==> src/rtl/slice_order_arbiter.sv <==
// Merges results from several 2nd-level parsers back into original slice order.
// An order queue records which parser got each slice; only the head parser drains.
module slice_order_arbiter #(
  parameter int NUM_PARSER = 6,
  parameter int RES_W      = 64,
  parameter int DEPTH      = 16
) (
  input  logic                          clk,
  input  logic                          rst_n,
  input  logic                          issue_valid,
  input  logic [NUM_PARSER-1:0]         issue_grant,
  input  logic [NUM_PARSER-1:0]         par_valid,
  input  logic [NUM_PARSER*RES_W-1:0]   par_data,
  input  logic [NUM_PARSER-1:0]         par_last,
  output logic [NUM_PARSER-1:0]         par_ready,
  output logic                          out_valid,
  output logic [RES_W-1:0]              out_data,
  output logic                          out_last,
  input  logic                          out_ready,
  output logic                          stop,
  output logic [$clog2(DEPTH):0]        occupancy,
  output logic [15:0]                   slices_done,
  output logic                          err
);

  localparam int PTR_W = $clog2(DEPTH);
  localparam int OCC_W = PTR_W + 1;
  localparam int IDX_W = (NUM_PARSER > 1) ? $clog2(NUM_PARSER) : 1;

  logic [IDX_W-1:0] order_q [DEPTH];
  logic [PTR_W-1:0] wr_ptr, rd_ptr;
  logic [IDX_W-1:0] head, grant_idx;
  logic [OCC_W-1:0] occ_next;
  logic             nonempty, full, grant_onehot, pop, do_push, err_set;

  assign nonempty     = (occupancy != '0);
  assign full         = (occupancy == OCC_W'(DEPTH));
  assign head         = order_q[rd_ptr];
  assign grant_onehot = ($countones(issue_grant) == 1);
  assign pop          = out_valid & out_ready & out_last;
  assign do_push      = issue_valid & grant_onehot & (~full | pop);
  assign err_set      = issue_valid & (~grant_onehot | (full & ~pop));

  always_comb begin
    grant_idx = '0;
    for (int i = 0; i < NUM_PARSER; i++)
      if (issue_grant[i]) grant_idx = IDX_W'(i);
  end

  // Only the head parser is ever looked at; everyone else waits its turn.
  always_comb begin
    out_valid = 1'b0;
    out_data  = '0;
    out_last  = 1'b0;
    par_ready = '0;
    for (int i = 0; i < NUM_PARSER; i++) begin
      if (head == IDX_W'(i)) begin
        out_valid    = nonempty & par_valid[i];
        out_data     = par_data[i*RES_W +: RES_W];
        out_last     = par_last[i];
        par_ready[i] = nonempty & out_ready;
      end
    end
  end

  always_comb begin
    occ_next = occupancy;
    if (do_push && !pop)
      occ_next = occupancy + OCC_W'(1);
    else if (!do_push && pop)
      occ_next = occupancy - OCC_W'(1);
  end

  always_ff @(posedge clk) begin
    if (do_push) order_q[wr_ptr] <= grant_idx;
  end

  // stop asserts two entries early so the distributor's one-cycle lag cannot overflow us.
  always_ff @(posedge clk or negedge rst_n) begin
    if (!rst_n) begin
      wr_ptr      <= '0;
      rd_ptr      <= '0;
      occupancy   <= '0;
      stop        <= 1'b0;
      slices_done <= '0;
      err         <= 1'b0;
    end else begin
      if (do_push) wr_ptr <= wr_ptr + PTR_W'(1);
      if (pop) begin
        rd_ptr      <= rd_ptr + PTR_W'(1);
        slices_done <= slices_done + 16'd1;
      end
      occupancy <= occ_next;
      stop      <= (occ_next >= OCC_W'(DEPTH - 2));
      if (err_set) err <= 1'b1;
    end
  end

endmodule

==> config.mk <==
export PLATFORM = sky130hd
export DESIGN_NAME = slice_order_arbiter
export DESIGN_NICKNAME = d
export VERILOG_FILES = /design/src/rtl/slice_order_arbiter.sv
export SDC_FILE = /design/constraint.sdc
export NUM_CORES = 1
export LEC_CHECK = 0
export ABC_AREA = 0
export BUFFER_PORTS_ARGS = -buffer_cell sky130_fd_sc_hd__buf_2
export CAP_MARGIN = 20
export CORE_AREA = 2 2 197 199
export CTS_CLUSTER_DIAMETER = 120
export DETAILED_ROUTE_END_ITERATION = 16
export DIE_AREA = 0 0 199 201
export PLACE_DENSITY = 0.45
export SETUP_SLACK_MARGIN = 0.5
export SLEW_MARGIN = 20
export SYNTH_ARGS = -nofsm -noshare
export SYNTH_HDL_FRONTEND = slang
export SYNTH_SLANG_ARGS = --single-unit
==> constraint.sdc <==
create_clock -name clk -period 3.5 [get_ports clk]
set_clock_uncertainty 0.2 [all_clocks]
set_input_delay 0.7 -clock clk [delete_from_list [all_inputs] [get_ports clk]]
set_output_delay 0.7 -clock clk [all_outputs]
set_load 0.01 [all_outputs]
==> results of run 1 <==
where the power goes:
group / switching, uW / total [uW] / internal, uW
Combinational: 10000 / 20200 / 10200
Sequential: 208 / 1310 / 1100
Clock: 393 / 955 / 561
Total: 10600 / 22500 / 11900
state kept, by name, summed over array words and instances (netlist names):
name / cells
order_q: 48
rd_ptr: 4
err: 1
wr_ptr: 4
slices_done: 16
occupancy: 5
stop: 1
per-stage QoR:
stage                     setup TNS [ps]  setup slack (ps)
final                             -45550              -402
after global routing              -60470              -519
after CTS                         -42210              -430
after detailed placement          -35320              -657
after global placement            -36540              -683
after floorplan                   -16760              -399
per-layer routing:
metal  part of all wire [%]  wire length (um)  global-route usage [%]
met4                    2.8              1180                    5.04
met5                   0.19                79                       0
met1                     40             16600                    21.8
met3                    5.8              2440                    3.44
met2                     51             21400                    34.3
cells by family after synthesis:
group / Yosys count / share of synthesized area [%]
mux: 89 / 14.2
flops: 79 / 31.6
buf+inv: 93 / 5.34
compound gates: 224 / 18.6
xor+xnor: 24 / 2.99
fa+ha+maj: 13 / 2.64
simple gates: 417 / 24.6
cell type report:
| class | instances | area share [%] |
|---|---|---|
| Multi-Input combinational cell | 767 | 44.5 |
| Timing Repair Buffer | 686 | 34.0 |
| Sequential cell | 79 | 14.5 |
| Tap cell | 518 | 4.25 |
| Clock buffer | 9 | 1.48 |
| Clock inverter | 7 | 0.500 |
| Inverter | 18 | 0.443 |
| Antenna cell | 17 | 0.279 |
layout by cell type, fill, tap and decap left out, drive strengths merged, types with 3 or more instances in the layout:
cell	Yosys	layout
a21oi	132	132
and2	8	8
and3	9	9
buf	14	677
clkbuf	61	18
dfrtp	31	31
diode	0	17
edfxtp	48	48
fa	3	3
ha	10	10
inv	18	22
mux2	7	7
mux2i	74	74
mux4	8	8
nand2	344	344
nand3	4	4
nand4	6	6
nor2	25	25
nor2b	3	3
nor3	5	5
nor4	5	5
o21ai	6	6
o22ai	66	66
or4	3	3
xnor2	16	16
xor2	8	8
worst min path at each step:
| stage | endpoint | start | depth (start not counted) |
|---|---|---|---|
| finish | slices_done[1]$_DFFE_PN0P_ | rst_n | 1 |
| global route | err$_DFFE_PN0P_ | rst_n | 1 |
| CTS | slices_done[1]$_DFFE_PN0P_ | rst_n | 1 |
| detailed placement | err$_DFFE_PN0P_ | err$_DFFE_PN0P_ | 1 |
| global placement | err$_DFFE_PN0P_ | err$_DFFE_PN0P_ | 1 |
| floorplan | err$_DFFE_PN0P_ | rst_n | 0 |
repair_timing:
| action | 4_1_cts | 5_1_grt |
|---|---|---|
| resized for setup | 111 | 303 |
| pin swaps | 27 | 80 |
| setup buffers | 21 | 16 |
| endpoints found under the setup margin | 151 | 151 |
| gates cloned | 4 | 9 |
==> metrics.txt, run 1 <==
status=finished with violations; failing checks=negative setup slack; Reg2Reg Setup Slack=-350 ps; maxcap violations=0; FF+latch area=0.00222 mm^2; EDFF count, synth=48; Worst Setup SP=rd_ptr[0]$_DFFE_PN0P_; Final Cycle Share=111%; Final #Nets=1,980; most frequent cell after synthesis=nand2_1; clk_lat worst skew=roughly 330 ps; reg-to-reg critical path endpoint=order_q[11][2]$_DFFE_PP_; crit path DAT=about 3000 ps; RSZ-0062 raised after global routing=yes; WP data required=2600 ps; Max VDD drop=between 0.6 and 0.7 mV; final worst setup slack=-402 ps; FMAX=about 260 MHz; drt drc=0; register area share after synthesis=31.6%; Syn Nets=1,358; R2R cell count=16; Pwr per Cell Area=1470 mW/mm^2; Max-slew headroom=a little under half; Main synth FF type=edfxtp_1; Area after DPL=between 0.01 and 0.015 mm^2; share of cells above drive strength 1=between 60% and 70%; Leak=around 0.007 uW; Mapped Area=approximately 0.0070 mm^2; Crit. End Element=primary output; Top cell by count, worst path=buf_12; CP Cell Sequence=buf_12, mux4_2, a22o_1, nor2_4, buf_6, buf_12, buf_12, buf_4, nand2_1, a21oi_2, a21oi_4, o22ai_4, buf_6; slowest stage cell, crit path=mux4_2; placed insts=slightly above 2,000; Setup Viol. Count Final=between 100 and 150; Layout fillers=roughly 3,900; Pre-antenna DRT Iters=5; slowest cell delay on critical path=around 560 ps; die area=0.0400 mm^2; Synth cell types=57; WL/cell=19.9 um; Cells after Synth=between 900 and 1,000; IO Count=~500; DRT antenna net count=0; Routed WL=41.8 mm; IO buf count=500; post-layout util=between 40% and 50%; Avg Inst Size Synth=7.48 um^2; Longest Clk Path Bufs=2; Worst Setup Path Type=reg2out; Hold Path Class=in2async; antenna violations before repair=22; Vias/cell=between 4 and 5; H-tree depth=3; area leader, netlist=edfxtp_1; Startpoint Class=flop; Hold-fix buffers, CTS=0; delay-heaviest family, CP=buffers and inverters; vias in the first global route=~9,300; GR Overflow Total=0; Synth Warn #=0; core area=approximately 0.038 mm^2; critical path fanouts, max=6; Critical Path Stages=13; Seq cells post-synth=79; Final Hold Vio Count=0; Clock transition at path regs=~70 ps; die height=about 200 um; worst path bufs/invs=6; CTS tree=done; Layout Cells excl Fill=2,101; post-synth top area share=between 20 and 25%; global-route wire length before repair=around 56 mm; CTS Sinks=just under 80; Syn-to-layout area delta=117%; Slew Limit Fails=0; Fin Hold WS=between 200 and 250 ps; minimum clock period=between 3000 and 4000 ps; post-route cell area=around 0.015 mm^2; Die X=199 um; asr flop ratio synth=between 30% and 40%; routability-driven placement congestion ratio=roughly 0.9; Tightest Pin Transition=slightly below 800 ps; CTS buffer count=9; Post-DP HPWL=32.2 mm; Row Count=between 70 and 80; CTS root buf=clkbuf_16; Power Total=roughly 23,000 uW; pin count of the biggest net entering global routing=32; FF-to-FF Start=rd_ptr[0]$_DFFE_PN0P_; synth cell count leaders=nand2_1 (344), a21oi_1 (132), mux2i_1 (74); all-layer global routing usage=a little under a fifth; synth top area cells=edfxtp_1 (21%), nand2_1 (18%), dfrtp_1 (11%); Critical Path Sink=out_data[26]; initial core utilization=around 18%; Initial DRC Count=between 300 and 400; Multi-input gate area=around 0.0068 mm^2; via count=9,532
Power figures use the tool's default switching activity.
==> run 2: changes to the inputs <==
--- a/config.mk
+++ b/config.mk
@@ -13,7 +13,8 @@
 export DETAILED_ROUTE_END_ITERATION = 16
 export DIE_AREA = 0 0 199 201
 export PLACE_DENSITY = 0.45
-export SETUP_SLACK_MARGIN = 0.5
+export RECOVER_POWER = 100
+export SETUP_SLACK_MARGIN = 0.3
 export SLEW_MARGIN = 20
 export SYNTH_ARGS = -nofsm -noshare
 export SYNTH_HDL_FRONTEND = slang
==> constraint.sdc (replaced) <==
create_clock -name clk -period 3.5 [get_ports clk]
set_clock_uncertainty 0.2 [all_clocks]
set_input_delay 0.7 -clock clk [delete_from_list [all_inputs] [get_ports clk]]
set_output_delay 0.7 -clock clk [all_outputs]
set_load 0.1 [all_outputs]
==> metrics.txt, run 2 (synthesis gave the netlist of run 1 again) <==
status=finished with violations; failing checks=max-capacitance violations, max-slew violations, negative setup slack; all-layer global routing usage=20.0%; WP data required=around 2600 ps; CTS buffer count=9; number of flip-flops in the largest register=48; Critical Path Sink=out_last; WL/cell=about 20 um; GR Overflow Total=0; Post-DP HPWL=~35 mm; routability-driven placement congestion ratio=between 0.9 and 1; reg-to-reg critical path endpoint=stop$_DFF_PN0_; Clock transition at path regs=~60 ps; R2R cell count=18; Vias/cell=4.54; Tightest Pin Transition=1810 ps; minimum clock period=between 3000 and 4000 ps; IO buf count=500; slowest cell delay on critical path=560 ps; antenna violations before repair=26; most common cell after layout, fill and taps aside=buf_2; Slew Limit Fails=32; IO Count=between 500 and 600; Critical Path Stages=10; delay-heaviest family, CP=compound AO/OA/AOI/OAI gates; core area=approximately 0.038 mm^2; Pre-antenna DRT Iters=5; CP Cell Sequence=buf_12, mux4_2, a22o_4, nor2_4, buf_12, o221ai_2, a211o_4, buf_12, clkinvlp_4, buf_12; die height=201 um; CTS tree=done; final worst setup slack=-416 ps; FMAX=255 MHz; RSZ-0062 raised after global routing=yes; global-route wire length before repair=~60 mm; Reg2Reg Setup Slack=-320 ps; CTS root buf=clkbuf_16; H-tree depth=3; Top cell by count, worst path=buf_12; FF-to-FF Start=rd_ptr[0]$_DFFE_PN0P_; slowest stage cell, crit path=mux4_2; Worst Setup SP=rd_ptr[0]$_DFFE_PN0P_; critical path fanouts, max=9; DRT antenna net count=0; worst path bufs/invs=5; Hold Crit Depth=1; most frequent cells in the layout=buf_2 (402), nand2_1 (304), buf_4 (103), buf_12 (101), a21oi_2 (86); Max-slew headroom=-20.8%; Crit. End Element=primary output; Die X=just under 200 um; CTS Sinks=between 70 and 80; vias in the first global route=roughly 9,200; maxcap violations=1; Startpoint Class=flop; initial core utilization=between 10% and 20%; die area=0.0400 mm^2; Final Cycle Share=112%; largest registers=order_q x48, slices_done x16, occupancy x5; Longest Clk Path Bufs=2; Initial DRC Count=393; crit path DAT=between 3000 and 4000 ps; Setup TNS Final=-42,030 ps; Worst Setup Path Type=reg2out; Setup Viol. Count Final=148; clk_lat worst skew=between 300 and 400 ps; Layout fillers=3,818; drt drc=0; pin count of the biggest net entering global routing=33; Final Hold Vio Count=0; Final #Nets=slightly below 2,000; Routed WL=43.0 mm; Row Count=72; share of cells above drive strength 1=63.8%; Syn-to-layout area delta=121%; most flop-heavy register=order_q; via count=around 9,500; Hold Path Class=reg2reg
[run 2: cell type report]
cell class,count,area [um^2],area share (%)
diodes,16,40.0,0.257
flip-flops and latches,79,2220,14.3
inverters,18,71.3,0.458
repair buffers,685,5670,36.5
clock inverters,6,51.3,0.330
multi-input cells,768,6620,42.5
well taps,518,648,4.16
clock buffers,10,239,1.54
[run 2: routing by layer]
metal	vias up	share of wire [%]	GRT usage, %
li1	4565	-	-
met1	4612	42	25.2
met2	300	50	34.2
met3	47	6.5	4.67
met4	14	1.6	5.09
met5	-	0.20	0
[run 2: timing repair]
item / 4_1_cts / 5_1_grt
hold buffers: 0 / 0
pin swaps: 32 / 36
buffers inserted: 18 / 11
endpoints found under the setup margin: 150 / 151
gates resized for setup: 119 / 184
gates cloned: 3 / 8
[run 2: worst min-delay path by stage]
| stage | from | to |
|---|---|---|
| floorplan | rst_n | err$_DFFE_PN0P_ |
| global placement | err$_DFFE_PN0P_ | err$_DFFE_PN0P_ |
| detailed placement | err$_DFFE_PN0P_ | err$_DFFE_PN0P_ |
| CTS | rst_n | slices_done[12]$_DFFE_PN0P_ |
| global route | err$_DFFE_PN0P_ | err$_DFFE_PN0P_ |
| finish | err$_DFFE_PN0P_ | err$_DFFE_PN0P_ |
[run 2: per-stage QoR]
| step | area, um^2 | utilization (%) | cells | worst slack (ps) | hold slack [ps] |
|---|---|---|---|---|---|
| after global placement | 13500 | 35.5 | 2028 | -723 | 238 |
| after detailed placement | 13500 | 35.5 | 2028 | -723 | 239 |
| after CTS | 14600 | 38.2 | 2065 | -451 | 245 |
| after floorplan | 8500 | - | 939 | -404 | 204 |
| final | 15600 | 40.8 | 2100 | -416 | 254 |
| after global routing | 15500 | 40.8 | 2095 | -524 | 298 |
Power of run 2 is not shown: default switching activity piles up to over one toggle a cycle in this logic, so the estimate is an artifact.
==> run 3: changes to the inputs <==
--- a/config.mk
+++ b/config.mk
@@ -13,7 +13,6 @@
 export DETAILED_ROUTE_END_ITERATION = 16
 export DIE_AREA = 0 0 199 201
 export PLACE_DENSITY = 0.45
-export RECOVER_POWER = 100
 export SETUP_SLACK_MARGIN = 0.3
 export SLEW_MARGIN = 20
 export SYNTH_ARGS = -nofsm -noshare
==> metrics.txt, run 3 (synthesis gave the netlist of run 1 again) <==
status=finished with violations; failing checks=negative setup slack; maxcap violations=0; H-tree depth=3; Hold Path Class=in2async; worst path bufs/invs=5; CTS Sinks=between 70 and 80; slowest cell delay on critical path=approximately 560 ps; global-route wire length before repair=about 60 mm; number of flip-flops in the largest register=48; Initial DRC Count=roughly 410; die height=201 um; core area=about 0.038 mm^2; Syn-to-layout area delta=122%; CP Cell Sequence=buf_12, mux4_2, a22o_4, nor2_4, buf_12, o221ai_2, a211o_4, buf_12, clkinvlp_4, buf_12; Layout fillers=3,805; WL/cell=20.5 um; Top cell by count, worst path=buf_12; routability-driven placement congestion ratio=slightly below 1; FF+latch area=roughly 0.0022 mm^2; via count=~9,500; WP data required=between 2000 and 3000 ps; most flop-heavy register=order_q; CTS root buf=clkbuf_16; Longest Clk Path Bufs=2; Vias/cell=roughly 4.5; largest registers=order_q x48, slices_done x16, occupancy x5; Tightest Pin Transition=around 750 ps; minimum clock period=a little under 4000 ps; initial core utilization=between 10% and 20%; most common cell after layout, fill and taps aside=buf_2; Max-slew headroom=around half; IO buf count=500; Final #Nets=roughly 2,000; Routed WL=between 40 and 50 mm; pin count of the biggest net entering global routing=33; RSZ-0062 raised after global routing=yes; Crit. End Element=primary output; FMAX=around 260 MHz; all-layer global routing usage=around a fifth; slowest stage cell, crit path=mux4_2; vias in the first global route=about 9,200; Startpoint Class=flop; Worst Setup Path Type=reg2out; die area=around 0.040 mm^2; Clock transition at path regs=60 ps; Multi-input gate area=between 0.006 and 0.007 mm^2; Post-DP HPWL=35.1 mm; Setup Viol. Count Final=roughly 150; antenna violations before repair=26; GR Overflow Total=0; share of cells above drive strength 1=65.5%; Row Count=a little over 70; crit path DAT=a little over 3000 ps; Slew Limit Fails=0; Setup TNS Final=-42,050 ps; Final Hold Vio Count=0; Pre-antenna DRT Iters=5; CTS tree=done; DRT antenna net count=0; IO Count=501; drt drc=0; delay-heaviest family, CP=compound AO/OA/AOI/OAI gates; Final Cycle Share=112%; critical path fanouts, max=9; CTS buffer count=9; Die X=between 150 and 200 um; Hold-fix buffers, CTS=0; clk_lat worst skew=340 ps; most frequent cells in the layout=buf_2 (427), nand2_1 (304), buf_4 (106), buf_12 (101), a21oi_2 (86); final worst setup slack=-416 ps
[run 3: cell count changes in the layout (fill, tap and decap cells not counted), sizes merged]
cell    previous run  this run
buf              650       678
clkbuf            44        16
[run 3: path summary, 6_finish.rpt]
| check | start | to | slack (ps) | depth (start not counted) |
|---|---|---|---|---|
| setup / recovery | rd_ptr[0]$_DFFE_PN0P_ | out_last | -420 | 10 |
| hold reg to reg | err$_DFFE_PN0P_ | err$_DFFE_PN0P_ | 250 | 1 |
| max in group asynchronous | rst_n | rd_ptr[0]$_DFFE_PN0P_ | 2340 | 1 |
| min in group clk | err$_DFFE_PN0P_ | err$_DFFE_PN0P_ | 250 | 1 |
| setup reg to reg | rd_ptr[0]$_DFFE_PN0P_ | stop$_DFF_PN0_ | -320 | 18 |
| hold / removal | rst_n | slices_done[12]$_DFFE_PN0P_ | 220 | 1 |
[run 3: timing repair]
action / 4_1_cts / 5_1_grt
cloned: 3 / 8
pin swaps: 32 / 36
endpoints found under the setup margin: 150 / 151
setup buffers: 18 / 11
resized for setup: 119 / 184
[run 3: worst reg2reg max path, cell delays in order, from the launching register on]
cell,delay (ps)
dfrtp_2,440
buf_12,140
buf_16,130
mux2_4,310
a221o_1,360
a21boi_2,230
buf_4,150
or4_4,140
buf_12,150
nor2_4,50
buf_6,110
buf_6,100
buf_6,100
o31ai_4,310
nor2_8,110
buf_12,170
mux2i_2,150
xnor2_1,150
a31o_1,230
[run 3: layout make-up]
cell class / count / share of cell area [%]
well taps: 518 / 4.15
flip-flops and latches: 79 / 14.2
clock inverters: 6 / 0.329
diodes: 16 / 0.257
repair buffers: 685 / 36.6
clock buffers: 10 / 1.53
inverters: 18 / 0.457
multi-input cells: 768 / 42.4
[run 3: layer usage]
layer	share of wire, %	GRT usage [%]
met5	0.20	0
met4	1.6	5.09
met3	6.5	4.67
met2	50	34.2
met1	42	25.2
[run 3: per-stage QoR]
| step | cells | util [%] | hold slack [ps] | setup WS, ps | instance area [um^2] |
|---|---|---|---|---|---|
| after global routing | 2095 | 40.9 | 283 | -524 | 15600 |
| after CTS | 2065 | 38.2 | 245 | -451 | 14600 |
| final | 2100 | 40.9 | 223 | -416 | 15600 |
| after global placement | 2028 | 35.5 | 238 | -723 | 13500 |
| after detailed placement | 2028 | 35.5 | 239 | -723 | 13500 |
| after floorplan | 939 | - | 204 | -404 | 8500 |
Power of run 3 is left out for the same reason.
